<file path="config.mk">
export PLATFORM = sky130hd
export DESIGN_NAME = tag_nios_system_sysid_arbiter
export DESIGN_NICKNAME = d
export VERILOG_FILES = /design/src/rtl/tag_nios_system_sysid_arbiter.sv
export SDC_FILE = /design/constraint.sdc
export NUM_CORES = 1
export LEC_CHECK = 0
export CAP_MARGIN = 20
export CORE_AREA = 2 2 89 91
export DETAILED_ROUTE_END_ITERATION = 6
export DIE_AREA = 0 0 91 93
export SLEW_MARGIN = 25
export SYNTH_ARGS = -nofsm -noshare
export SYNTH_HDL_FRONTEND = slang
export SYNTH_SLANG_ARGS = --single-unit
</file>
<file path="constraint.sdc">
create_clock -name clock -period 3.5 [get_ports clock]
set_input_delay 0.35 -clock clock [delete_from_list [all_inputs] [get_ports clock]]
set_output_delay 0.35 -clock clock [all_outputs]
set_load 0.005 [all_outputs]
</file>
<file path="src/rtl/tag_nios_system_sysid_arbiter.sv">
// Round-robin arbiter sharing the read-only sysid slave between two Avalon-MM read masters.
// Each granted read takes IDLE -> ACCESS -> RESP; readdata is registered before return.
module tag_nios_system_sysid_arbiter #(
  parameter int unsigned DATA_WIDTH = 32
) (
  input  logic                  clock,
  input  logic                  reset,
  input  logic                  m0_read,
  input  logic                  m0_address,
  output logic                  m0_waitrequest,
  output logic [DATA_WIDTH-1:0] m0_readdata,
  input  logic                  m1_read,
  input  logic                  m1_address,
  output logic                  m1_waitrequest,
  output logic [DATA_WIDTH-1:0] m1_readdata,
  output logic                  s_address,
  input  logic [DATA_WIDTH-1:0] s_readdata
);

  typedef enum logic [1:0] {
    StIdle,
    StAccess,
    StResp
  } state_e;

  state_e                state_q;
  logic                  win_q;
  logic                  last_q;
  logic                  addr_q;
  logic [DATA_WIDTH-1:0] rdata_q;

  logic grant_valid;
  logic grant_sel;

  // On a tie the master that was not served last wins; otherwise the lone requester.
  always_comb begin
    grant_valid = m0_read | m1_read;
    grant_sel   = 1'b0;
    if (m0_read && m1_read) begin
      grant_sel = ~last_q;
    end else if (m1_read) begin
      grant_sel = 1'b1;
    end
  end

  always_ff @(posedge clock or posedge reset) begin
    if (reset) begin
      state_q <= StIdle;
      win_q   <= 1'b0;
      last_q  <= 1'b1;
      addr_q  <= 1'b0;
      rdata_q <= '0;
    end else begin
      case (state_q)
        StIdle: begin
          if (grant_valid) begin
            win_q   <= grant_sel;
            addr_q  <= grant_sel ? m1_address : m0_address;
            state_q <= StAccess;
          end
        end
        StAccess: begin
          rdata_q <= s_readdata;
          state_q <= StResp;
        end
        StResp: begin
          last_q  <= win_q;
          state_q <= StIdle;
        end
        default: begin
          state_q <= StIdle;
        end
      endcase
    end
  end

  // A master that dropped read mid-transfer simply sees no acknowledge in RESP.
  assign m0_waitrequest = m0_read & ~((state_q == StResp) & ~win_q);
  assign m1_waitrequest = m1_read & ~((state_q == StResp) & win_q);

  assign m0_readdata = rdata_q;
  assign m1_readdata = rdata_q;
  assign s_address   = addr_q;

endmodule

</file>
==> impl_metrics.ini <==
[synth]
synth.area.top_cells = dfrtp_1, mux2_4, buf_4, buf_12, mux2_1
synth_warnings = 0
ys_ff_latch = 37
synth_commonest_cells = dfrtp_1, buf_4, mux2_4
ys.flop_type = dfrtp_1
syn-cell-area_um2 = 1820
synth.distinct_cells = 20
async_flop_share = 1.00
synth_edf_count = 0
synth_top_area_share = 0.496
synth_top_area_cell = dfrtp_1
avgSynthCellArea_um2 = 15.0
synth_nets = 159
synth_most_common_cell = dfrtp_1
yosysSeqAreaShare = 0.511
syn_inst = 121

[global_routing]
gr-total-overflow = 0
grt_pass1_vias = 1142
grtUsageMet3 = 0.0379
use_met1 = 0.112
gr-usage-met2 = 0.136
grt.total_usage = 0.0883
grt_max_degree = 34
grt_busiest_layer = met2
grt_pass1_wl_um = 5860
antenna_found_initial = 0

[placement]
place_inst = 292
port_buffers = 104
hpwl_um = 2740
gp_congestion = 0.645

[routing]
wl_per_cell_um = 12.6
viasPerCell = 3.84
dr_total_vias = 1151
drt-total-wl_um = 3790
drc = 0
drt-initial-drc-count = 16
drt-pass1-iter-count = 2
ant_nets = 0

[worst_setup_path]
crit_chain = nand2b_1, o21a_1, clkdlybuf4s50_1
startpoint_type = flop
critPathSlowestCell = clkdlybuf4s50_1
timing.critical_path.required_ns = 3.15
cp_num_buf_inv = 1
cpPeakStageDelay_ns = 0.44
cp_max_fo = 4
worst-setup-path-type = reg2out
crit_path_end_kind = output pin
cp_top_family = buffers and inverters
worst_ep_arrival_time_ns = 1.51

[floorplanning]
die_y_um = 93
die_x_um = 91
initial_core_util = 0.241
io_pins = 105
rows = 32
coreArea_um2 = 7530
dieArea_um2 = 8460

[sta]
finalMaxSlewViolations = 0
period_minus_slack_ns = 1.86
worst_pin_slew_ns = 0.723
setup_violations = 0
slew_headroom = 0.517
min_period_over_period = 0.531
fmax_mhz = 538
grt_setup_unrepaired = false
hold_viol = 0
setup-tns-final_ns = 0
worst_clock_skew_ns = 0.00431

[cells_and_area]
nFillCells = 771
n_antenna_cell = 0
fin_cells = 300
final_util = 0.367
regArea_um2 = 927
fin_nets = 235
multi_input_area_um2 = 566
syn_to_final_growth_pct = 52.2
layout-drive-gt1-share = 0.207

[clocking]
cts_root_buffer = clkbuf_8
tritoncts = done
path_clk_slew_ns = 0.07
h-tree-depth = 2
clockBufferDepth = 2
clk_latency_ns = 0.28
ctsResizeCount = 0
cts_hold_buf = 0
cts-buffers-inserted = 5
post-cts-setup-buffer-count = 0
clock_sinks = 37

[power_and_ir_drop]
vdd.ir_drop.worst_v = 0.000347
cellLeakagePower_nw = 1.22
power_density_nw_per_um2 = 931

[flow_run]
drv_cap = 0

[run_status]
outcome = finished clean

[min_path]
hold_path.class = reg2reg
layer usage:
layer	part of all wire	routed length, um	vias up
met5	0	0	-
met4	0.013	48	0
met3	0.094	356	5
met2	0.46	1740	66
li1	-	-	521
met1	0.43	1640	559
metrics by stage:
stage | hold WS [ns] | setup slack [ns] | area [um2] | power (mW)
6_report | 0.473 | 1.64 | 2760 | 2.57
5_1_grt | 0.508 | 1.55 | 2760 | 2.74
4_1_cts | 0.478 | 1.61 | 2760 | 2.63
3_5_place_dp | 0.469 | 1.64 | 2680 | 2.32
3_3_place_gp | 0.454 | 1.65 | 2680 | 2.30
2_1_floorplan | 0.439 | 2.26 | 1820 | 1.75
registers in the layout, summed over array words and instances, names as in the netlist:
name	cells
m0_readdata	32
win_q	1
state_q	2
last_q	1
s_address	1
worst reg2reg max path, cell delays in order, from the launching register on:
cell	delay (ns)
dfrtp_1	0.40
nand2b_4	0.57
mux2_1	0.39
kinds of logic (layout without fill, tap and decap cells):
logic type | count (synthesis) | in the layout | synth area share
flops | 37 | 37 | 0.511
buf+inv | 39 | 116 | 0.178
mux | 34 | 34 | 0.271
simple gates | 7 | 7 | 0.0248
compound gates | 4 | 4 | 0.0159
report_power, final:
group | internal [mW] | total [mW] | switching, mW
clock | 0.138 | 0.284 | 0.146
sequential | 0.657 | 0.834 | 0.177
combinational | 1.07 | 1.45 | 0.387
area by class of cell:
| class | instances | share of cell area |
|---|---|---|
| clock buffer | 6 | 0.0263 |
| clock inverter | 2 | 0.00362 |
| inverter | 3 | 0.00408 |
| multi-input combinational | 45 | 0.205 |
| sequential | 37 | 0.336 |
| tap | 102 | 0.0462 |
| timing repair buffer | 105 | 0.380 |
worst paths after layout:
kind	slack (ns)	cells past startpoint	to	start
min in group asynchronous	0.49	2	m0_readdata[9]	reset
max reg2reg	2.03	2	m0_readdata[26]	state_q[1]
max	1.64	3	m0_waitrequest	state_q[0]
min reg2reg	0.47	2	last_q	last_q
max in group asynchronous	2.27	3	m0_readdata[1]	reset
min	0.47	2	last_q	last_q
placed cells by master (no fill, tap or decap), types with 2 or more instances in the layout:
cell and n:
clkbuf_8 5, clkdlybuf4s50_1 104, clkinv_2 2, dfrtp_1 36, inv_1 2, mux2_1 4, mux2_4 29, nand2_1 2
Power figures use the tool's default switching activity.
==> RTL edit 1: new RTL, same settings <==
Set the parameter `DATA_WIDTH` to 64 (it was 32).
--- a/src/rtl/tag_nios_system_sysid_arbiter.sv
+++ b/src/rtl/tag_nios_system_sysid_arbiter.sv
@@ -3,3 +3,3 @@
 module tag_nios_system_sysid_arbiter #(
-  parameter int unsigned DATA_WIDTH = 32
+  parameter int unsigned DATA_WIDTH = 64
 ) (
Interface: changed (resized m0_readdata, m1_readdata and s_readdata); port bits go from 105 to 201. The function was not compared with the original's and may differ.
==> RTL edit 1 against the original RTL <==
Register-to-register slack worse by 0.31 ns. Power is 91% higher. Critical path type unchanged. Cell count is 57% higher. Setup slack worse by 0.055 ns. Largest power group unchanged. Sequential cell count is 32 higher. Count of clock-buffer cells in the layout is 5 higher. Via count is 83% higher. Cell area is 83% higher. Area after synthesis is 82% higher. Worst hold slack worse by 0.017 ns. Sequential share of layout area is 0.55 points higher. Routed wire length is 99% higher.
==> RTL edit 1: results <==
[run_status]
status = "completed"

[global_route]
grt_start_max_net_pins = 51
antenna_found_initial = 0
grt_pass1_wl_mm = 11.8
grt_usage = 0.180
grt_pass1_vias = 2221

[synth]
synth_warnings = 0
synth_fp_nets = 290
synth_area_leaders = "dfrtp_1, mux2_4, buf_4"
synth_cells = 220
ys_seq_area_frac = 0.522
ys_async_sr_fraction = 1.00
ys_types = 19
synth_common_cells = "dfrtp_1, buf_4, mux2_4"
yosys.area.top_type_share = 0.514

[min_path]
hold_class = "in -> async"

[detailed_routing]
vias_per_cell = 4.47
firstDrtPassIters = 4
drt-initial-drc-count = 63
drtAntennaViolNets = 0
wirelength_mm = 7.56
wl_per_cell_um = 16.1

[critical_path]
crit_start = "state_q[0]"
r2r_start = "state_q[1]"
slowest_delay_ns = 0.43
arrival_ns = 1.56
critPathCapture = "m1_waitrequest"
ff2ff_setup_slack_ns = 1.72
cp_slowest_cell = "dfrtp_1"
r2r_end = "m0_readdata[5]"
reg2regPathDepth = 3
cp_max_fo = 4

[cts]
cts_buffer_depth = 2
cts_resized = 0
htree_levels = 3
cts_buffers = 9
insertion_delay_ns = 0.33
clock-root-buffer = "clkbuf_8"
cts_setup_buffers = 0
clk_pin_slew_worst_paths_ns = 0.07

[final_layout]
antennaDiodeCount = 0
drive_gt1_frac = 0.234
largest_reg_flops = 64
nets = 433

[timing]
layout_setup_ws_ns = 1.59
max_slew_margin = 0.543
finalClockSkew_ns = 0.00820

[place]
placedInstanceArea_mm2 = 0.00491
dpl.hpwl_mm = 5.74
gp_congestion = 0.779
placed_cells = 454
port_buffers = 200
pre_cts_ws_ns = 1.65

[pwr]
leakagePower_nw = 2.24
ir_drop_mv = 0.389
RTL edit 1: worst min-delay path by stage:
stage / from / endpoint / slack, ns / cells past startpoint
2_1_floorplan: last_q / last_q / 0.44 / 2
3_3_place_gp: last_q / last_q / 0.46 / 2
3_5_place_dp: last_q / last_q / 0.46 / 2
4_1_cts: reset / m0_readdata[21] / 0.47 / 2
5_1_grt: last_q / last_q / 0.49 / 2
6_report: reset / m0_readdata[21] / 0.46 / 2
RTL edit 1: layer usage:
metal	vias to the layer above	GRT usage	wire (um)
met1	1024	0.225	3110
met2	116	0.290	3690
met4	0	0.0568	51
li1	957	-	-
met3	4	0.0709	703
met5	-	0	0
RTL edit 1: cell type report:
class                      instances  area (um^2)
inverter                           3         13.8
sequential                        69         1730
clock inverter                     5         27.5
clock buffer                      11          131
multi-input combinational         77         1000
tap                              102          128
timing repair buffer             203         2040
fill                             588         2460
RTL edit 1: logic make-up (layout without fill, tap and decap cells):
logic type | count (synthesis) | count (layout) | share of synthesized area
multiplexers | 66 | 66 | 0.280
AO/OA/AOI/OAI | 4 | 4 | 0.00869
AND/OR/NAND/NOR | 7 | 7 | 0.0136
buffers and inverters | 74 | 222 | 0.176
flip-flops | 69 | 69 | 0.522
RTL edit 1: critical path: cells and delay by family (launching register included):
kind	cells	cell delay, ns
AND/OR/NAND/NOR	2	0.37
buffers and inverters	1	0.43
flip-flops	1	0.43
RTL edit 1: report_power, final:
part           total, mW  internal [mW]  switching [mW]
clock              0.532          0.252           0.280
combinational       2.81           2.06           0.750
sequential          1.58           1.22           0.352
RTL edit 1: per-stage QoR:
step                      power (mW)  hold WS (ns)
after floorplan                 3.22         0.437
after global placement          4.39         0.455
after detailed placement        4.43         0.458
after CTS                       4.99         0.467
after global routing            5.23         0.486
final                           4.92         0.455
==> RTL edit 2: new RTL, config.mk and constraints unchanged <==
Made on the original files. The 3 states of `state_e` get a one-hot encoding in 3 bits.
--- a/src/rtl/tag_nios_system_sysid_arbiter.sv
+++ b/src/rtl/tag_nios_system_sysid_arbiter.sv
@@ -19,6 +19,6 @@
 
-  typedef enum logic [1:0] {
-    StIdle,
-    StAccess,
-    StResp
+  typedef enum logic [2:0] {
+    StIdle   = 3'b001,
+    StAccess = 3'b010,
+    StResp   = 3'b100
   } state_e;
Behaviour: same outputs for any inputs over 10 cycles, from zero or initial values and one cycle with reset high; not proved beyond that.
==> RTL edit 2 against the original RTL <==
Cell area is 2.0% lower. Power is 8.9% lower. Routed wire length is 5.7% lower. Critical path type unchanged. Area after synthesis is 5.6% lower. Sequential cell count is 1 higher. Via count is 3.6% higher. Largest power group unchanged. Setup slack worse by 0.10 ns. Sequential share of layout area is 1.7 points higher.
==> RTL edit 2: results <==
[min_path]
hold_class = "in -> async"

[final_layout]
nets = 239
drive_gt1_frac = 0.218

[pwr]
leakagePower_nw = 1.08
p_sw_frac = 0.271
ir_drop_mv = 0.308

[place]
gp_congestion = 0.683
placed_cells = 296
dpl.hpwl_mm = 2.67

[synth]
ys_types = 17
synth_fp_nets = 161
synth_area_leaders = "dfrtp_1, mux2_2, buf_4"
ys_seq_area_frac = 0.556

[run_status]
status = "completed"

[critical_path]
r2r_start = "state_q[2]"
ff2ff_setup_slack_ns = 1.63
reg2regPathDepth = 3
slowest_delay_ns = 0.56
critPathCapture = "m1_waitrequest"
cp_max_fo = 3
cp_slowest_cell = "dfstp_2"

[detailed_routing]
drt-initial-drc-count = 11
wl_per_cell_um = 11.8
wirelength_mm = 3.58

[global_route]
grt_usage = 0.0895
grt_pass1_wl_mm = 5.94

[timing]
finalClockSkew_ns = 0.00706
## RTL edit 2: worst reg2reg max path: cells and delay by family, from the launching register on
family / cells / cell delay, ns
buffers and inverters: 1 / 0.40
flip-flops: 1 / 0.43
AND/OR/NAND/NOR: 1 / 0.53
multiplexers: 1 / 0.38
## RTL edit 2: kinds of logic (layout without fill, tap and decap cells)
kind of cell / count (synthesis) / count (layout) / synth area share
and+or+nand+nor: 6 / 6 / 0.0241
DFF: 38 / 38 / 0.556
AOI/OAI and AO/OA: 8 / 8 / 0.0365
buffers and inverters: 38 / 117 / 0.166
muxes: 33 / 33 / 0.217
## RTL edit 2: final cells by class
cell class,instances,area [um^2]
Timing Repair Buffer,106,1060
Clock buffer,6,72.6
Fill cell,761,4820
Clock inverter,2,10.0
Sequential cell,38,953
Inverter,3,11.3
Tap cell,102,128
Multi-Input combinational cell,47,475
## RTL edit 2: metal layers
metal,part of all wire,wire length (um),track usage,vias up
li1,-,-,-,544
met1,0.43,1530,0.116,569
met2,0.45,1600,0.132,75
met3,0.12,427,0.0443,4
met4,0.0067,24,0.0265,0
met5,0,0,0,-
## RTL edit 2: power by group through the flow
stage / registers, mW / logic (mW) / clock network (mW)
2_1_floorplan: 0.845 / 0.640 / 0
3_3_place_gp: 0.850 / 1.22 / 0
3_5_place_dp: 0.854 / 1.23 / 0
4_1_cts: 0.850 / 1.24 / 0.307
5_1_grt: 0.890 / 1.31 / 0.324
6_report: 0.842 / 1.21 / 0.286
## RTL edit 2: metrics by stage
step	power, mW	setup slack [ns]	util	area (um^2)
after floorplan	1.48	2.11	-	1710
after global placement	2.07	1.53	0.349	2620
after detailed placement	2.09	1.55	0.349	2620
after CTS	2.39	1.49	0.360	2710
after global routing	2.52	1.44	0.360	2710
final	2.34	1.54	0.360	2710
